File: src/rtl/controle_multiplicador_pkg.sv
// -----------------------------------------------------------------------------
// controle_multiplicador_pkg
// Shared definitions for the ULA multiplier controller and its adder:
//   - estado_t : controller state encoding (IDLE=0, RUN=1, DONE=2)
//   - LARGURA  : operand width of the shared ripple-carry adder
//   - N_ITER   : number of add/shift iterations per product
//   - OP_MUL   : ULA opcode that the operation decoder maps to a multiply
// No ports (package).
// -----------------------------------------------------------------------------
package controle_multiplicador_pkg;

    localparam int LARGURA = 8;
    localparam int N_ITER  = 8;

    localparam logic [3:0] OP_MUL = 4'b0110;

    typedef enum logic [1:0] {
        IDLE = 2'd0,
        RUN  = 2'd1,
        DONE = 2'd2
    } estado_t;

    // Counter value seen during the last iteration.
    localparam logic [2:0] ULTIMA_ITER = 3'(N_ITER - 1);

endpackage

File: src/rtl/controle_multiplicador_somador.sv
// -----------------------------------------------------------------------------
// Ripple-carry adder shared by the ULA (somadorde4bits) and its cells.
//   Meiosomador  : half adder      (a, b -> s, c)
//   SomadorPBL2  : full adder made of two half adders (a, b, cin -> s, cout)
//   somadorde4bits ports:
//     a    in  [LARGURA-1:0]  first operand
//     b    in  [LARGURA-1:0]  second operand
//     cin  in  1              carry in
//     s    out [LARGURA-1:0]  sum
//     cout out 1              carry out of the most significant cell
// -----------------------------------------------------------------------------
module Meiosomador (
    input  logic a,
    input  logic b,
    output logic s,
    output logic c
);
    assign s = a ^ b;
    assign c = a & b;
endmodule

module SomadorPBL2 (
    input  logic a,
    input  logic b,
    input  logic cin,
    output logic s,
    output logic cout
);
    logic w_s1;
    logic w_c1;
    logic w_c2;

    Meiosomador u_ms0 (.a(a),    .b(b),   .s(w_s1), .c(w_c1));
    Meiosomador u_ms1 (.a(w_s1), .b(cin), .s(s),    .c(w_c2));

    assign cout = w_c1 | w_c2;
endmodule

module somadorde4bits
    import controle_multiplicador_pkg::*;
(
    input  logic [LARGURA-1:0] a,
    input  logic [LARGURA-1:0] b,
    input  logic               cin,
    output logic [LARGURA-1:0] s,
    output logic               cout
);
    logic [LARGURA:0] w_c;

    assign w_c[0] = cin;

    for (genvar g = 0; g < LARGURA; g++) begin : g_celula
        SomadorPBL2 u_fa (
            .a   (a[g]),
            .b   (b[g]),
            .cin (w_c[g]),
            .s   (s[g]),
            .cout(w_c[g+1])
        );
    end

    assign cout = w_c[LARGURA];
endmodule

File: src/rtl/controle_multiplicador.sv
// -----------------------------------------------------------------------------
// controle_multiplicador
// Sequential 8x8 unsigned shift-and-add multiplier. One shared adder is reused
// for eight add/shift iterations; the 16-bit product is registered in P.
//
// Ports:
//   clk        in   1   clock, rising edge
//   rst        in   1   synchronous, active-high reset (highest priority)
//   start      in   1   request, sampled only in IDLE
//   A          in   8   multiplicand, captured on the accepting edge
//   B          in   8   multiplier, captured on the accepting edge
//   busy       out  1   high while iterations run (state RUN)
//   done       out  1   one-cycle pulse, P valid (state DONE)
//   P          out 16   product A*B, holds until the next DONE load
//   dbg_estado out  2   current controller state
//
// Handshake: start is a request with no ready; it is accepted only on an edge
// where the controller is IDLE, and ignored otherwise (never queued). done is
// the matching one-cycle completion strobe; P stays valid after it.
// -----------------------------------------------------------------------------
module controle_multiplicador
    import controle_multiplicador_pkg::*;
(
    input  logic                 clk,
    input  logic                 rst,
    input  logic                 start,
    input  logic [LARGURA-1:0]   A,
    input  logic [LARGURA-1:0]   B,
    output logic                 busy,
    output logic                 done,
    output logic [2*LARGURA-1:0] P,
    output estado_t              dbg_estado
);

    estado_t                r_estado;
    estado_t                w_estado_next;

    logic [LARGURA-1:0]     r_m;
    logic [LARGURA-1:0]     r_acc;
    logic [LARGURA-1:0]     r_q;
    logic [2:0]             r_cnt;
    logic [2*LARGURA-1:0]   r_p;

    logic [LARGURA-1:0]     w_add_b;
    logic [LARGURA-1:0]     w_s;
    logic                   w_cout;
    logic [LARGURA-1:0]     w_acc_next;
    logic [LARGURA-1:0]     w_q_next;
    logic                   w_ultima;

    // Operand mux: add the multiplicand only when the current multiplier bit is 1.
    assign w_add_b = r_q[0] ? r_m : '0;

    somadorde4bits u_somador (
        .a   (r_acc),
        .b   (w_add_b),
        .cin (1'b0),
        .s   (w_s),
        .cout(w_cout)
    );

    // {Cout,S,Q} >> 1: the carry becomes ACC[7], so it is never lost.
    assign w_acc_next = {w_cout, w_s[LARGURA-1:1]};
    assign w_q_next   = {w_s[0], r_q[LARGURA-1:1]};
    assign w_ultima   = (r_cnt == ULTIMA_ITER);

    // State register.
    always_ff @(posedge clk) begin
        if (rst) begin
            r_estado <= IDLE;
        end else begin
            r_estado <= w_estado_next;
        end
    end

    // Next-state logic.
    always_comb begin
        w_estado_next = r_estado;
        case (r_estado)
            IDLE:    if (start) w_estado_next = RUN;
            RUN:     if (w_ultima) w_estado_next = DONE;
            DONE:    w_estado_next = IDLE;
            default: w_estado_next = IDLE;
        endcase
    end

    // Output decode; driven only from the state register.
    always_comb begin
        busy = 1'b0;
        done = 1'b0;
        case (r_estado)
            RUN:     busy = 1'b1;
            DONE:    done = 1'b1;
            default: ;
        endcase
    end

    // Datapath registers.
    always_ff @(posedge clk) begin
        if (rst) begin
            r_m   <= '0;
            r_acc <= '0;
            r_q   <= '0;
            r_cnt <= '0;
            r_p   <= '0;
        end else begin
            case (r_estado)
                IDLE: begin
                    if (start) begin
                        r_m   <= A;
                        r_q   <= B;
                        r_acc <= '0;
                        r_cnt <= '0;
                    end
                end
                RUN: begin
                    r_acc <= w_acc_next;
                    r_q   <= w_q_next;
                    r_cnt <= r_cnt + 3'd1;
                    if (w_ultima) begin
                        r_p <= {w_acc_next, w_q_next};
                    end
                end
                default: ;
            endcase
        end
    end

    assign P          = r_p;
    assign dbg_estado = r_estado;

endmodule

File: config.mk
export PLATFORM = sky130hd
export DESIGN_NAME = controle_multiplicador
export DESIGN_NICKNAME = d
export VERILOG_FILES = /design/src/rtl/controle_multiplicador_pkg.sv /design/src/rtl/controle_multiplicador_somador.sv /design/src/rtl/controle_multiplicador.sv
export SDC_FILE = /design/constraint.sdc
export NUM_CORES = 1
export LEC_CHECK = 0
export CORE_ASPECT_RATIO = 1.25
export CORE_UTILIZATION = 50
export CTS_BUF_LIST = sky130_fd_sc_hd__clkbuf_4
export CTS_CLUSTER_DIAMETER = 50
export DETAILED_ROUTE_END_ITERATION = 16
export PLACE_DENSITY = 0.78
export SLEW_MARGIN = 10
export SYNTH_ARGS = -nofsm -noshare
export SYNTH_HDL_FRONTEND = slang
export SYNTH_HIERARCHICAL = 1
export SYNTH_SLANG_ARGS = --single-unit
File: constraint.sdc
create_clock -name clk -period 4.6 [get_ports clk]
set_clock_uncertainty 0.2 [all_clocks]
set_input_delay 0.69 -clock clk [delete_from_list [all_inputs] [get_ports clk]]
set_output_delay 0.69 -clock clk [all_outputs]
set_load 0.01 [all_outputs]
==> results.sh, run 1 <==
export IMPL_status="completed"
export IMPL_synth_cells=169
export IMPL_fin_crit_sh=0.930
export IMPL_ys_ff_latch=45
export IMPL_n_fill_cell=312
export IMPL_first_pass_iters=4
export IMPL_cp_top_family="simple AND/OR/NAND/NOR gates"
export IMPL_layout_drive_gt1_share=0.127
export IMPL_worst_slew_pin_slew_ps=995
export IMPL_clkTransAtPathRegs_ps=120
export IMPL_yosys_warnings=6
export IMPL_htree_levels=2
export IMPL_endpoint_kind="flop"
export IMPL_antenna_found_initial=0
export IMPL_postCtsHoldBufs=0
export IMPL_dp_hpwl_um=2760
export IMPL_hold_violations=0
export IMPL_post_drt_via_cell_ratio=5.34
export IMPL_crit_buf_inv=0
export IMPL_grt_use_met3=0.0588
export IMPL_report_final_slew_viol_count=0
export IMPL_syn_num_nets=206
export IMPL_syn_avg_cell_area_um2=11.7
export IMPL_final_cell_mix="dfxtp_1, clkdlybuf4s50_1, a22o_1, ha_1, mux2i_1"
export IMPL_root_buffer="clkbuf_4"
export IMPL_final_util=0.634
export IMPL_worst_path_largest_cell_delay_ps=410
export IMPL_drt_total_wl_um=3870
export IMPL_grt_pass1_wl_um=6370
export IMPL_yosysSeqAreaShare=0.457
export IMPL_clk_latency_ps=360
export IMPL_crit_chain="and2_1 -> ha_1 -> or2_1 -> ha_1 -> or2_1 -> ha_1 -> or2_1 -> ha_1 -> or2_1 -> ha_1 -> or2_1 -> ha_1 -> or2_1 -> ha_1 -> or2_1 -> ha_1 -> or2_1 -> a22o_1"
export IMPL_grt_overflow_total=0
export IMPL_nets=241
export IMPL_grt_pass1_vias=1385
export IMPL_dieArea_um2=4200
export IMPL_hold_path_startpoint="P[13]$_SDFFE_PP0P_"
export IMPL_antenna_cells=0
export IMPL_synth_area_um2=1970
export IMPL_ir_drop_v=0.000244
export IMPL_routedWlPerCell_um=14.9
export IMPL_cts_resized=0
export IMPL_worstPathRequired_ps=4670
export IMPL_coreArea_um2=3780
export IMPL_numCtsBuffers=5
export IMPL_power_w=0.000694
export IMPL_post_cts_buffers=0
export IMPL_r2r_slack_ps=320
export IMPL_use_met2=0.364
export IMPL_setup_tns_final_ps=0
export IMPL_grt_busiest_layer="met2"
export IMPL_ant_nets=0
export IMPL_rsz0062_at_grt="false"
export IMPL_max_freq_mhz=234
export IMPL_die_h_um=72.2
export IMPL_post_route_min_period_ps=4280
export IMPL_numClockSinks=45
export IMPL_grt_use_total=0.203
export IMPL_path_class="reg -> reg"
export IMPL_maxSlewHeadroom=0.334
export IMPL_grt_max_degree=21
export IMPL_crit_slowest_cell="dfxtp_1"
export IMPL_r2r_start="r_q[0]$_SDFFE_PP0P_"
export IMPL_io_pins=39
export IMPL_cts_buffer_depth=2
export IMPL_p_per_area_nw_per_um2=289
export IMPL_synth_distinct_cells=24
export IMPL_drv_cap=0
export IMPL_num_rows=25
export IMPL_start_util=0.521
export IMPL_dpl_cell_area_um2=2340
export IMPL_crit_start="r_q[0]$_SDFFE_PP0P_"
export IMPL_cts_tree="done"
export IMPL_grtUsageMet1=0.222
export IMPL_drtIter0Drc=20
export IMPL_setup_viol=0
export IMPL_p_leak_nw=1.06
export IMPL_port_buffers=38
export IMPL_final_common_cell="dfxtp_1"
export IMPL_route_detailed_drc=0
export IMPL_worstHoldPathType="reg -> reg"
export IMPL_dp_cells=251
export IMPL_gp_congestion=0.775
export IMPL_design_area_um2=2400
export IMPL_areaGrowthSynthToFinish_pct=21.7
export IMPL_num_vias=1382
export IMPL_stdcell_count=259
export IMPL_cp_arrival_ps=4350
export IMPL_startpoint_type="flop"
export IMPL_die_x_um=58.2
export IMPL_cp_max_fo=9
## cells in the mapped netlist
master	number	share of area
nor2b_1	1	0.0032
a21oi_1	1	0.0025
buf_6	4	0.023
buf_4	4	0.015
nor2b_2	1	0.0044
ha_1	18	0.11
and2_4	1	0.0044
o21ba_1	1	0.0051
buf_2	1	0.0025
inv_1	1	0.0019
conb_1	1	0.0019
a21oi_2	1	0.0044
mux2i_1	16	0.081
or2_1	8	0.025
a22o_1	26	0.12
mux2_2	1	0.0057
nor3b_2	2	0.013
a211oi_2	8	0.051
and2_1	8	0.025
clkbuf_1	2	0.0038
nor2_4	1	0.0057
nor2_1	15	0.029
nor2_2	2	0.0063
dfxtp_1	45	0.46
## cell type report
cell class | instances | area [µm²] | area share
flip-flops and latches | 45 | 901 | 0.375
repair buffers | 39 | 388 | 0.162
well taps | 54 | 67.6 | 0.0281
clock buffers | 8 | 60.1 | 0.0250
inverters | 1 | 3.75 | 0.00156
multi-input cells | 112 | 981 | 0.409
## worst register-to-register path, delay by kind of cell (launching register included)
family | cells | cell delay (ps)
and+or+nand+nor | 9 | 1990
AOI/OAI and AO/OA | 1 | 210
DFF | 1 | 410
adders and majority gates | 8 | 1380
## where the power goes
part	total (W)	internal, W	switching (W)	leakage [nW]
registers	0.000417	0.000403	0.0000138	0.366
clock network	0.000198	0.0000788	0.000119	0.0368
logic	0.0000785	0.0000414	0.0000371	0.652
## registers in the layout, summed over array words and instances (netlist names)
signal	flops
r_m	8
dbg_estado	2
r_cnt	3
r_q	8
P	16
r_acc	8
## per-layer routing
metal,share of wire,wire (µm)
met3,0.042,163
met2,0.50,1950
met4,0.017,65
met5,0,0
met1,0.44,1690
## worst paths after layout
| check | endpoint | depth (start not counted) |
|---|---|---|
| worst max-delay path | P[15]$_SDFFE_PP0P_ | 18 |
| worst min-delay path | P[13]$_SDFFE_PP0P_ | 1 |
| worst max register to register | P[15]$_SDFFE_PP0P_ | 18 |
| worst min register to register | P[13]$_SDFFE_PP0P_ | 1 |
## logic make-up after synthesis
group           count (synthesis)  synth area share
compound gates                 37             0.178
fa+ha+maj                      18             0.114
buf+inv                        12            0.0463
flops                          45             0.457
mux                            17            0.0869
other cells                     1           0.00190
simple gates                   39             0.116
## per-stage QoR
stage,hold WS (ps),setup slack [ps]
after detailed placement,254,335
after CTS,292,315
after floorplan,252,595
after global routing,303,140
after global placement,259,473
final,288,324
No activity file was read; power rests on OpenSTA's default activity.
==> run 2: changes to the inputs <==
--- a/config.mk
+++ b/config.mk
@@ -7,7 +7,7 @@
 export LEC_CHECK = 0
 export CORE_ASPECT_RATIO = 1.25
 export CORE_UTILIZATION = 50
-export CTS_BUF_LIST = sky130_fd_sc_hd__clkbuf_4
+export CTS_BUF_LIST = sky130_fd_sc_hd__clkbuf_8
 export CTS_CLUSTER_DIAMETER = 50
 export DETAILED_ROUTE_END_ITERATION = 16
 export PLACE_DENSITY = 0.78
==> constraint.sdc (replaced) <==
create_clock -name clk -period 4.3 [get_ports clk]
set_clock_uncertainty 0.2 [all_clocks]
set_input_delay 0.645 -clock clk [delete_from_list [all_inputs] [get_ports clk]]
set_output_delay 0.645 -clock clk [all_outputs]
set_load 0.01 [all_outputs]
==> run 2 against run 1 <==
Effect of this change: global-route usage decreased by 0.25 points; clock power increased by 26%; via count decreased by 2.3%; critical path type unchanged; largest power group unchanged; highest routed layer unchanged.
==> results.sh, run 2 (synthesis results as in run 1) <==
export IMPL_worstPathRequired_ps=4300
export IMPL_cts_resized=0
export IMPL_fin_crit_sh=0.953
export IMPL_coreArea_um2=3780
export IMPL_r2r_slack_ps=200
export IMPL_numCtsBuffers=5
export IMPL_maxSlewHeadroom=0.387
export IMPL_crit_chain="and2_1 -> ha_1 -> or2_1 -> ha_1 -> or2_1 -> ha_1 -> or2_1 -> ha_1 -> or2_1 -> ha_1 -> or2_1 -> ha_1 -> or2_1 -> ha_1 -> or2_1 -> ha_1 -> or2_1 -> a22o_1"
export IMPL_ant_nets=0
export IMPL_gp_congestion=0.796
export IMPL_route_detailed_drc=0
export IMPL_first_pass_iters=3
export IMPL_layout_setup_ws_ps=202
export IMPL_antenna_cells=0
export IMPL_drv_cap=0
export IMPL_pre_cts_ws_ps=185
export IMPL_num_rows=25
export IMPL_post_cts_buffers=0
export IMPL_hold_end="P[1]$_SDFFE_PP0P_"
export IMPL_path_class="reg -> reg"
export IMPL_hold_depth=1
export IMPL_start_util=0.521
export IMPL_worstHoldPathType="reg -> reg"
export IMPL_grt_use_total=0.200
export IMPL_rsz0062_at_grt="false"
export IMPL_design_area_um2=2430
export IMPL_drt_total_wl_um=3820
export IMPL_postCtsHoldBufs=0
export IMPL_post_route_min_period_ps=4100
export IMPL_p_per_area_nw_per_um2=320
export IMPL_dp_hpwl_um=2700
export IMPL_io_pins=39
export IMPL_clkTransAtPathRegs_ps=80
export IMPL_post_drt_via_cell_ratio=5.19
export IMPL_largest_reg_flops=16
export IMPL_num_vias=1350
export IMPL_grt_pass1_vias=1412
export IMPL_final_cell_mix="dfxtp_1, clkdlybuf4s50_1, a22o_1, ha_1, mux2i_1"
export IMPL_max_freq_mhz=244
export IMPL_worst_r2r_path_depth=18
export IMPL_areaGrowthSynthToFinish_pct=23.3
export IMPL_worst_path_largest_cell_delay_ps=320
export IMPL_root_buffer="clkbuf_8"
export IMPL_nets=242
export IMPL_grt_overflow_total=0
export IMPL_port_buffers=38
export IMPL_hold_path_startpoint="P[1]$_SDFFE_PP0P_"
export IMPL_worst_slew_pin_slew_ps=916
export IMPL_cp_arrival_ps=4100
export IMPL_final_common_cell="dfxtp_1"
export IMPL_startpoint_type="flop"
export IMPL_numClockSinks=45
export IMPL_r2r_start="r_m[0]$_SDFFE_PP0P_"
export IMPL_crit_slowest_cell="dfxtp_2"
export IMPL_ir_drop_v=0.000207
export IMPL_drtIter0Drc=28
export IMPL_layout_drive_gt1_share=0.131
export IMPL_p_leak_nw=1.07
export IMPL_cp_max_fo=2
export IMPL_cts_tree="done"
export IMPL_antenna_found_initial=0
export IMPL_setup_viol=0
export IMPL_dieArea_um2=4200
export IMPL_endpoint_kind="flop"
export IMPL_cp_top_family="simple AND/OR/NAND/NOR gates"
export IMPL_dpl_cell_area_um2=2350
export IMPL_htree_levels=2
export IMPL_grt_pass1_wl_um=6230
export IMPL_die_x_um=58.2
export IMPL_clk_latency_ps=300
export IMPL_die_h_um=72.2
export IMPL_hold_violations=0
export IMPL_setup_tns_final_ps=0
export IMPL_r2r_end="P[15]$_SDFFE_PP0P_"
export IMPL_crit_buf_inv=0
export IMPL_status="completed"
export IMPL_grt_max_degree=21
export IMPL_report_final_slew_viol_count=0
export IMPL_routedWlPerCell_um=14.7
export IMPL_cts_buffer_depth=2
## run 2: cell count changes in the layout (fill, tap and decap cells not counted)
cell      change
buf_4         +1
clkbuf_4      -8
clkbuf_8      +5
clkinv_2      +2
dfxtp_1       -1
dfxtp_2       +1
inv_1         +1
## run 2: area by class of cell
type                    instances  area [µm²]
clock buffers                   5        68.8
clock inverters                 3        13.8
fillers                       306        1350
inverters                       1        3.75
multi-input cells             112         981
flip-flops and latches         45         902
well taps                      54        67.6
repair buffers                 40         395
## run 2: layer usage
layer | GRT usage | vias up | wire length [µm]
met1 | 0.205 | 634 | 1590
met2 | 0.369 | 31 | 2010
met3 | 0.0499 | 7 | 147
met5 | 0 | - | 0
met4 | 0.103 | 0 | 76
li1 | - | 678 | -
## run 2: how the worst max path moves through the flow
| stage | start | end | slack, ps | cells after the start |
|---|---|---|---|---|
| 6_report | r_m[0]$_SDFFE_PP0P_ | P[15]$_SDFFE_PP0P_ | 200 | 18 |
| 5_1_grt | r_m[0]$_SDFFE_PP0P_ | P[15]$_SDFFE_PP0P_ | 10 | 18 |
| 4_1_cts | r_m[0]$_SDFFE_PP0P_ | P[15]$_SDFFE_PP0P_ | 160 | 18 |
| 3_5_place_dp | r_m[0]$_SDFFE_PP0P_ | r_acc[7]$_SDFFE_PP0P_ | 190 | 18 |
| 3_3_place_gp | r_m[0]$_SDFFE_PP0P_ | P[15]$_SDFFE_PP0P_ | 240 | 18 |
| 2_1_floorplan | r_q[0]$_SDFFE_PP0P_ | P[15]$_SDFFE_PP0P_ | 290 | 18 |
## run 2: stage by stage
stage	util	instances	hold WS [ps]	power [W]
detailed placement	0.620	252	258	0.000540
CTS	0.642	260	282	0.000787
global route	0.643	260	296	0.000807
floorplan	-	169	252	0.000511
finish	0.643	260	280	0.000779
global placement	0.620	252	260	0.000537
## run 2: where the power goes
group	switching, W	internal (W)	leakage (nW)	total [W]
sequential	0.0000132	0.000431	0.367	0.000444
clock	0.000139	0.000110	0.0491	0.000249
combinational	0.0000401	0.0000452	0.657	0.0000852
total	0.000192	0.000587	1.07	0.000779
==> run 3: changes to the inputs <==
--- a/config.mk
+++ b/config.mk
@@ -11,6 +11,7 @@
 export CTS_CLUSTER_DIAMETER = 50
 export DETAILED_ROUTE_END_ITERATION = 16
 export PLACE_DENSITY = 0.78
+export REMOVE_ABC_BUFFERS = 1
 export SLEW_MARGIN = 10
 export SYNTH_ARGS = -nofsm -noshare
 export SYNTH_HDL_FRONTEND = slang
==> run 3 against run 2 <==
Effect of this change: critical path type unchanged; register-to-register slack about the same; die area stayed put; via count rose by 1.7%; flip-flop and latch count stayed put; combinational power is 2% higher; final cell count unchanged; wire length rose by 5.3%.
==> results.sh, run 3 (synthesis results as in run 1) <==
export IMPL_final_cell_mix="dfxtp_1, clkdlybuf4s50_1, a22o_1, ha_1, mux2i_1"
export IMPL_worst_path_largest_cell_delay_ps=330
export IMPL_first_pass_iters=4
export IMPL_clk_latency_ps=300
export IMPL_pre_cts_ws_ps=133
export IMPL_antenna_found_initial=0
export IMPL_cp_top_family="simple AND/OR/NAND/NOR gates"
export IMPL_path_class="reg -> reg"
export IMPL_wl_met1_um=1700
export IMPL_worstPathRequired_ps=4290
export IMPL_largest_reg_flops=16
export IMPL_wl_met2_um=2080
export IMPL_areaGrowthSynthToFinish_pct=24.9
export IMPL_dr_wl_met3_um=184
export IMPL_route_detailed_drc=0
export IMPL_worstHoldPathType="reg -> reg"
export IMPL_dp_hpwl_um=2780
export IMPL_status="completed"
export IMPL_swShare=0.228
export IMPL_final_common_cell="dfxtp_1"
export IMPL_drt_total_wl_um=4020
export IMPL_pwr_share_clk=0.364
export IMPL_dieArea_um2=4200
export IMPL_postCtsHoldBufs=0
export IMPL_report_final_slew_viol_count=0
export IMPL_clkTransAtPathRegs_ps=80
export IMPL_ant_nets=0
export IMPL_grt_use_total=0.212
export IMPL_routedWlPerCell_um=15.5
export IMPL_hold_violations=0
export IMPL_crit_slowest_cell="dfxtp_2"
export IMPL_p_comb_frac=0.104
export IMPL_p_switching_w=0.000191
export IMPL_top_layer_used="met4"
export IMPL_ir_drop_v=0.000184
export IMPL_numCtsBuffers=5
export IMPL_numClockSinks=45
export IMPL_grt_pass1_vias=1388
export IMPL_die_h_um=72.2
export IMPL_cts_tree="done"
export IMPL_p_per_area_nw_per_um2=339
export IMPL_drv_cap=0
export IMPL_max_freq_mhz=243
export IMPL_layout_setup_ws_ps=190
export IMPL_grt_max_degree=18
export IMPL_drtIter0Drc=30
export IMPL_setup_viol=0
export IMPL_antenna_cells=0
export IMPL_endpoint_kind="flop"
export IMPL_htree_levels=2
export IMPL_grt_overflow_total=0
export IMPL_cp_max_fo=2
export IMPL_crit_buf_inv=0
export IMPL_p_int_w=0.000646
export IMPL_fin_hold_ws_ps=281
export IMPL_start_util=0.521
export IMPL_cts_resized=0
export IMPL_hold_depth=1
export IMPL_nets=243
export IMPL_p_leak_nw=1.08
export IMPL_crit_chain="and2_1 -> ha_1 -> or2_1 -> ha_1 -> or2_1 -> ha_1 -> or2_1 -> ha_1 -> or2_1 -> ha_1 -> or2_1 -> ha_2 -> or2_1 -> ha_1 -> or2_1 -> ha_1 -> or2_1 -> a22o_1"
export IMPL_dpl_cell_area_um2=2360
export IMPL_startpoint_type="flop"
export IMPL_design_area_um2=2460
export IMPL_die_x_um=58.2
export IMPL_io_pins=39
export IMPL_worst_slew_pin_slew_ps=953
export IMPL_post_route_min_period_ps=4110
export IMPL_layout_drive_gt1_share=0.146
export IMPL_path_depth=18
export IMPL_post_drt_via_cell_ratio=5.28
export IMPL_cts_buffer_depth=2
export IMPL_post_cts_buffers=0
export IMPL_cp_common_cell="or2_1"
export IMPL_port_buffers=38
export IMPL_seq_power_share=0.532
export IMPL_worst_r2r_path_depth=18
export IMPL_num_vias=1373
export IMPL_fin_crit_sh=0.956
export IMPL_coreArea_um2=3780
export IMPL_grt_pass1_wl_um=6610
export IMPL_root_buffer="clkbuf_8"
export IMPL_num_rows=25
export IMPL_cp_arrival_ps=4100
export IMPL_gp_congestion=0.784
export IMPL_maxSlewHeadroom=0.362
run 3: changes by cell type in the layout (fill, tap and decap cells not counted):
cell	previous run	this run
buf_4	2	3
bufinv_16	0	1
clkinv_2	2	1
dfxtp_1	44	43
dfxtp_2	1	2
ha_1	18	17
ha_2	0	1
inv_1	2	1
run 3: metal layers:
metal / vias up / GRT usage
met1: 651 / 0.243
met3: 6 / 0.0624
met2: 35 / 0.374
li1: 681 / -
met5: - / 0
met4: 0 / 0.0714
run 3: final timing paths:
kind	start	to	slack (ps)
max reg2reg	r_m[0]$_SDFFE_PP0P_	P[15]$_SDFFE_PP0P_	190
min reg2reg	P[2]$_SDFFE_PP0P_	P[2]$_SDFFE_PP0P_	280
min	P[2]$_SDFFE_PP0P_	P[2]$_SDFFE_PP0P_	280
max	r_m[0]$_SDFFE_PP0P_	P[15]$_SDFFE_PP0P_	190
run 3: final cells by class:
class	instances	area [µm²]
tap	54	67.6
timing repair buffer	41	403
fill	317	1320
inverter	1	3.75
clock inverter	2	35.0
multi-input combinational	112	983
sequential	45	903
clock buffer	5	68.8
run 3: power by group through the flow:
stage	combinational [W]	clock, W	sequential (W)
final	0.0000870	0.000304	0.000445
after detailed placement	0.0000873	0	0.000454
after floorplan	0.0000492	0	0.000451
after global placement	0.0000846	0	0.000453
after global routing	0.0000948	0.000329	0.000447
after CTS	0.0000879	0.000311	0.000445
run 3: per-stage QoR:
step | std cells | TNS [ps] | total power, W | util
finish | 260 | 0 | 0.000837 | 0.651
global route | 260 | -14.5 | 0.000871 | 0.651
CTS | 260 | 0 | 0.000844 | 0.650
detailed placement | 253 | 0 | 0.000542 | 0.622
global placement | 253 | 0 | 0.000538 | 0.622
floorplan | 158 | 0 | 0.000501 | -
